## config.mk

```make
export PLATFORM = sky130hd
export DESIGN_NAME = mips_regfile_mp
export DESIGN_NICKNAME = d
export VERILOG_FILES = /design/src/rtl/mips_regfile_pkg.sv /design/src/rtl/mips_regfile_rdport.sv /design/src/rtl/mips_regfile_mp.sv
export SDC_FILE = /design/constraint.sdc
export NUM_CORES = 2
export LEC_CHECK = 0
export ABC_CLOCK_PERIOD_IN_PS = 4550
export CORE_MARGIN = 10
export CORE_UTILIZATION = 40
export CTS_BUF_LIST = sky130_fd_sc_hd__clkbuf_8
export CTS_CLUSTER_SIZE = 14
export DETAILED_ROUTE_END_ITERATION = 6
export GPL_TIMING_DRIVEN = 0
export HOLD_SLACK_MARGIN = 0.06
export PLACE_DENSITY = 0.53
export SLEW_MARGIN = 25
export SYNTH_ARGS = -nofsm -noshare
export SYNTH_HDL_FRONTEND = slang
export SYNTH_HIERARCHICAL = 1
export SYNTH_SLANG_ARGS = --single-unit
```

## constraint.sdc

```tcl
create_clock -name clk -period 4.55 [get_ports clk]
set_input_delay 0.455 -clock clk [delete_from_list [all_inputs] [get_ports clk]]
set_output_delay 0.455 -clock clk [all_outputs]
set_load 0.1 [all_outputs]
```

## src/rtl/mips_regfile_pkg.sv

```systemverilog
// Shared constants and types for the multi-port MIPS register file.
// Optional build macro: MIPS_REGFILE_BYPASS_EN (write-through read forwarding).
package mips_regfile_pkg;

   localparam int unsigned DEF_DATA_W   = 32;
   localparam int unsigned DEF_NUM_REGS = 32;
   localparam int unsigned DEF_NUM_RD   = 2;

   // Hardwired zero register index
   localparam int unsigned ZERO_REG = 0;

   // Per-register scoreboard state: IDLE = value settled, PEND = write in flight
   typedef enum logic {
      IDLE = 1'b0,
      PEND = 1'b1
   } busyState_e;

endpackage

```

## src/rtl/mips_regfile_rdport.sv

```systemverilog
// Single combinational read port: register select, zero-register masking and
// optional same-cycle write forwarding (MIPS_REGFILE_BYPASS_EN).
module mips_regfile_rdport
   import mips_regfile_pkg::*;
#(
   parameter int unsigned DATA_W   = DEF_DATA_W,
   parameter int unsigned NUM_REGS = DEF_NUM_REGS,
   parameter int unsigned ADDR_W   = $clog2(NUM_REGS)
) (
   input  logic [ADDR_W-1:0]          rdAddr,
   input  logic [NUM_REGS*DATA_W-1:0] regFlat,
   input  logic [NUM_REGS-1:0]        busyVec,
   input  logic                       wrEn,
   input  logic [ADDR_W-1:0]          wrAddr,
   input  logic [DATA_W-1:0]          wrData,
   output logic [DATA_W-1:0]          rdData,
   output logic                       rdBusy
);

   // Select stored value and busy bit; r0 always reads zero and never busy
   always_comb begin
      rdData = regFlat[int'(rdAddr)*DATA_W +: DATA_W];
      rdBusy = busyVec[rdAddr];
      if (rdAddr == ADDR_W'(ZERO_REG)) begin
         rdData = '0;
         rdBusy = 1'b0;
      end
`ifdef MIPS_REGFILE_BYPASS_EN
      else if (wrEn && (wrAddr == rdAddr)) begin
         rdData = wrData;
         rdBusy = 1'b0;
      end
`endif
   end

`ifndef MIPS_REGFILE_BYPASS_EN
   logic unusedWrSide;
   assign unusedWrSide = ^{wrEn, wrAddr, wrData};
`endif

endmodule

```

## src/rtl/mips_regfile_mp.sv

```systemverilog
// Multi-port register file with pending-write scoreboard.
// Optional build macro: MIPS_REGFILE_BYPASS_EN (write-through read forwarding).
module mips_regfile_mp
   import mips_regfile_pkg::*;
#(
   parameter int unsigned DATA_W   = DEF_DATA_W,
   parameter int unsigned NUM_REGS = DEF_NUM_REGS,
   parameter int unsigned ADDR_W   = $clog2(NUM_REGS),
   parameter int unsigned NUM_RD   = DEF_NUM_RD
) (
   input  logic                     clk,
   input  logic                     rst_n,
   input  logic [NUM_RD*ADDR_W-1:0] RdAddr,
   output logic [NUM_RD*DATA_W-1:0] RdData,
   output logic [NUM_RD-1:0]        RdBusy,
   input  logic                     IssEn,
   input  logic [ADDR_W-1:0]        IssAddr,
   output logic                     IssReady,
   input  logic                     WrEn,
   input  logic [ADDR_W-1:0]        WrAddr,
   input  logic [DATA_W-1:0]        WrData,
   output logic [ADDR_W:0]          PendCnt
);

   logic [DATA_W-1:0]          regMem [NUM_REGS];
   logic [NUM_REGS*DATA_W-1:0] regFlat;
   busyState_e                 busyQ [NUM_REGS];
   busyState_e                 busyD [NUM_REGS];
   logic [NUM_REGS-1:0]        busyVec;
   logic [ADDR_W:0]            pendCntQ;
   logic [ADDR_W:0]            pendCntD;
   logic                       issAccept;
   logic                       cntInc;
   logic                       cntDec;
   logic                       wrEnFwd;

   // Flatten storage and scoreboard for the read ports
   always_comb begin
      regFlat = '0;
      busyVec = '0;
      for (int unsigned r = 0; r < NUM_REGS; r++) begin
         regFlat[r*DATA_W +: DATA_W] = regMem[r];
         busyVec[r]                  = (busyQ[r] == PEND);
      end
   end

   // Issue handshake: free target, target being retired this edge, or r0
   always_comb begin
      IssReady  = (IssAddr == ADDR_W'(ZERO_REG)) || !busyVec[IssAddr] ||
                  (WrEn && (WrAddr == IssAddr));
      issAccept = IssEn && IssReady;
   end

   // Data storage: writeback updates, r0 stays zero
   always_ff @(posedge clk or negedge rst_n) begin
      if (!rst_n) begin
         for (int unsigned r = 0; r < NUM_REGS; r++) begin
            regMem[r] <= '0;
         end
      end else if (WrEn && (WrAddr != ADDR_W'(ZERO_REG))) begin
         regMem[WrAddr] <= WrData;
      end
   end

   // Scoreboard next state: write retires, accepted issue re-arms (issue wins)
   always_comb begin
      for (int unsigned r = 0; r < NUM_REGS; r++) begin
         busyD[r] = busyQ[r];
      end
      for (int unsigned r = 1; r < NUM_REGS; r++) begin
         if (issAccept && (IssAddr == ADDR_W'(r))) begin
            busyD[r] = PEND;
         end else if (WrEn && (WrAddr == ADDR_W'(r))) begin
            busyD[r] = IDLE;
         end
      end
      // Same-register issue+write on a busy entry counts both ways: net zero
      cntInc   = issAccept && (IssAddr != ADDR_W'(ZERO_REG));
      cntDec   = WrEn && (WrAddr != ADDR_W'(ZERO_REG)) && busyVec[WrAddr];
      pendCntD = pendCntQ + (ADDR_W+1)'(cntInc) - (ADDR_W+1)'(cntDec);
   end

   // Scoreboard and pending-count state registers
   always_ff @(posedge clk or negedge rst_n) begin
      if (!rst_n) begin
         for (int unsigned r = 0; r < NUM_REGS; r++) begin
            busyQ[r] <= IDLE;
         end
         pendCntQ <= '0;
      end else begin
         for (int unsigned r = 0; r < NUM_REGS; r++) begin
            busyQ[r] <= busyD[r];
         end
         pendCntQ <= pendCntD;
      end
   end

   assign PendCnt = pendCntQ;

   // Forwarding is suppressed while reset is held so reads stay zero
   assign wrEnFwd = WrEn && rst_n;

   generate
      for (genvar gi = 0; gi < NUM_RD; gi++) begin : g_rdPort
         mips_regfile_rdport #(
            .DATA_W   (DATA_W),
            .NUM_REGS (NUM_REGS),
            .ADDR_W   (ADDR_W)
         ) u_rdPort (
            .rdAddr  (RdAddr[gi*ADDR_W +: ADDR_W]),
            .regFlat (regFlat),
            .busyVec (busyVec),
            .wrEn    (wrEnFwd),
            .wrAddr  (WrAddr),
            .wrData  (WrData),
            .rdData  (RdData[gi*DATA_W +: DATA_W]),
            .rdBusy  (RdBusy[gi])
         );
      end
   endgenerate

endmodule

```

==> metrics.cfg <==
[routing]
vias=40281
wl_um=244000
vias_per_cell=6.459
drt-initial-drc-count=4599
ant_nets=0
dr.pass1.iters=6
drc=0
routedWlPerCell_um=39.12

[placement]
place_ws_ps=-1013
io_buffers=113
place.gp.congestion=0.9053
dp_hpwl_um=165100

[floorplan]
die_h_um=400.4
top_level_ports=129
design.core.area_sq_um=143700
die_x_um=400.4
dieArea_sq_um=160300
start_util_pct=40.30
fp-row-count=139

[setup_path]
worstReg2RegStart=busyQ[17]$_DFFE_PN0P_
crit_type=in -> out
reg2regPathDepth=14
critical_path.endpoint=RdData[52]
rrSetupSlack_ps=1350
slowest_delay_ps=670
worst_setup_path_startpoint=RdAddr[8]
r2r-end=PendCnt[4]$_DFF_PN0_
critPathTopFamily=buffers and inverters
arrival_ps=4280
crit_fanout=10
critPathBufInv=5
end_kind=output port
crit_chain=clkdlybuf4s50_1 -> buf_2 -> nor2b_1 -> clkbuf_2 -> buf_2 -> a22oi_1 -> a311oi_1 -> clkdlybuf4s15_2
crit_slowest_cell=clkdlybuf4s50_1
start_kind=input port
worstSetupPathDepth=8
critPathMostFrequentCell=buf_2
required_ps=4090

[global_route]
grt_pass1_wl_um=334900
grt_use_total_pct=29.73
first_global_vias=40575
antenna_found_initial=14
grt_overflow=0
grt_start_max_net_pins=130

[layout]
drive_gt1_share_pct=49.25
fillers=13168
area_delta_synth_final_pct=13.74
final_net_count=4254

[run]
drv_cap=0

[min_path]
holdPathStages=2
min_path_type=in -> reg

[power_and_ir_drop]
p_int_mw=19.72
seqPwrFrac_pct=43.6
ir_worst_vdd_uv=326.2
power.density_nw_per_um2=440.6
power.leakage_nw=28.63
switchingPower_mw=9.291
power_mw=29.01
power_frac_comb_pct=25.3
switching_share_pct=32.03
power.share.clock_pct=31.1

[yosys]
yosysWarnings=6
mappedNetlistArea_sq_um=57890
syn_avg_cell_area_sq_um=15.01
netlist_instances=3858

[clock_network]
clockRootBuffer=clkbuf_8
cts_tree=yes
cts_made_buffers=192
cts_max_path_buffers=3
cts_setup_buffers=0
clkTransAtPathRegs_ps=60
clk_latency_ps=950
cts.sinks=1061
h-tree-depth=4

[sta]
fin_crit_ps=4738
setup_violations=31
worst_slack_ps=-187.6
min_period_over_period_pct=104.1
clock_skew_ps=35.76
clock.fmax_mhz=211.1
hold_violations=0
max-slew-margin-rel_pct=13.08
worstMarginPinSlew_ps=1304
finalMaxSlewViolations=0
grt_setup_unrepaired=no

[status]
status=finished with violations
violations=negative setup slack

-- placed cells by master (no fill, tap or decap), drive strengths merged, types with 3 or more instances in the layout --
master	n
nor2b	77
buf	283
and2	8
clkdlybuf4s50	48
a22oi	67
nand2b	7
o2111ai	16
mux4	476
nor3	8
clkinv	6
mux2	1061
xnor2	6
clkbuf	429
ha	6
clkinvlp	6
nand3	6
xor2	4
bufinv	3
or2	4
nor2	24
inv	107
nand2	57
diode	6
a32o	14
a21oi	3
dlygate4sd2	21
dlygate4sd1	3
dfrtp	1061
a311oi	66
a221oi	50
a211oi	66
clkdlybuf4s15	35
a22o	18
mux2i	135
o21ai	117
-- repair_timing --
item,in CTS,in global routing
gates resized for setup,190,12
cloned,0,0
hold buffers,3,0
endpoints found under the hold margin,492,0
setup endpoints to repair,66,5
-- how the worst min path moves through the flow --
stage                                 start                        end
global placement    regFlat[18]$_DFFE_PN0P_    regFlat[18]$_DFFE_PN0P_
CTS                               WrData[2]   regFlat[994]$_DFFE_PN0P_
finish                           WrData[26]  regFlat[1018]$_DFFE_PN0P_
floorplan                             rst_n       PendCnt[0]$_DFF_PN0_
detailed placement                    rst_n       PendCnt[4]$_DFF_PN0_
global route                     WrData[26]  regFlat[1018]$_DFFE_PN0P_
-- metal layers --
layer	up-vias	global-route usage, %	wire length, um
met5	-	0	34
met2	2201	44.64	108000
met3	651	9.648	23850
li1	15719	-	-
met1	21704	38.41	98030
met4	6	15.03	14000
-- per-stage QoR --
step | TNS, ps | std cells | hold WS [ps] | cell area, sq um | util, %
floorplan | 0 | 3859 | 159.4 | 57900 | -
global placement | - | 5875 | 448.4 | 61410 | 42.75
detailed placement | -45790 | 5896 | 401.0 | 62020 | 43.17
CTS | 0 | 6229 | 118.4 | 65820 | 45.82
global route | 0 | 6233 | 171.9 | 65840 | 45.83
finish | -2155 | 6236 | 196.8 | 65850 | 45.84
-- area by class of cell --
type	instances	area, sq um	area share, %
clock buffers	234	3221	4.891
well taps	1903	2381	3.616
multi-input cells	2321	28810	43.76
inverters	26	97.59	0.1482
plain buffers	451	2552	3.876
clock inverters	96	508.0	0.7715
diodes	6	15.01	0.02280
repair buffers	138	1708	2.594
flip-flops and latches	1061	26550	40.32
-- registers in the layout, summed over array words and instances (netlist names) --
signal   count
regFlat   1024
PendCnt      6
busyQ       31
-- power groups by stage --
stage | clock network, mW | registers [mW] | logic, mW
after floorplan | 0 | 12.5 | 5.27
after global placement | 0 | 12.7 | 7.15
after detailed placement | 0 | 12.7 | 7.30
after CTS | 9.19 | 12.6 | 7.28
after global routing | 9.62 | 12.9 | 7.69
final | 9.03 | 12.6 | 7.33
Note: power is estimated with default switching activity, not from simulation.
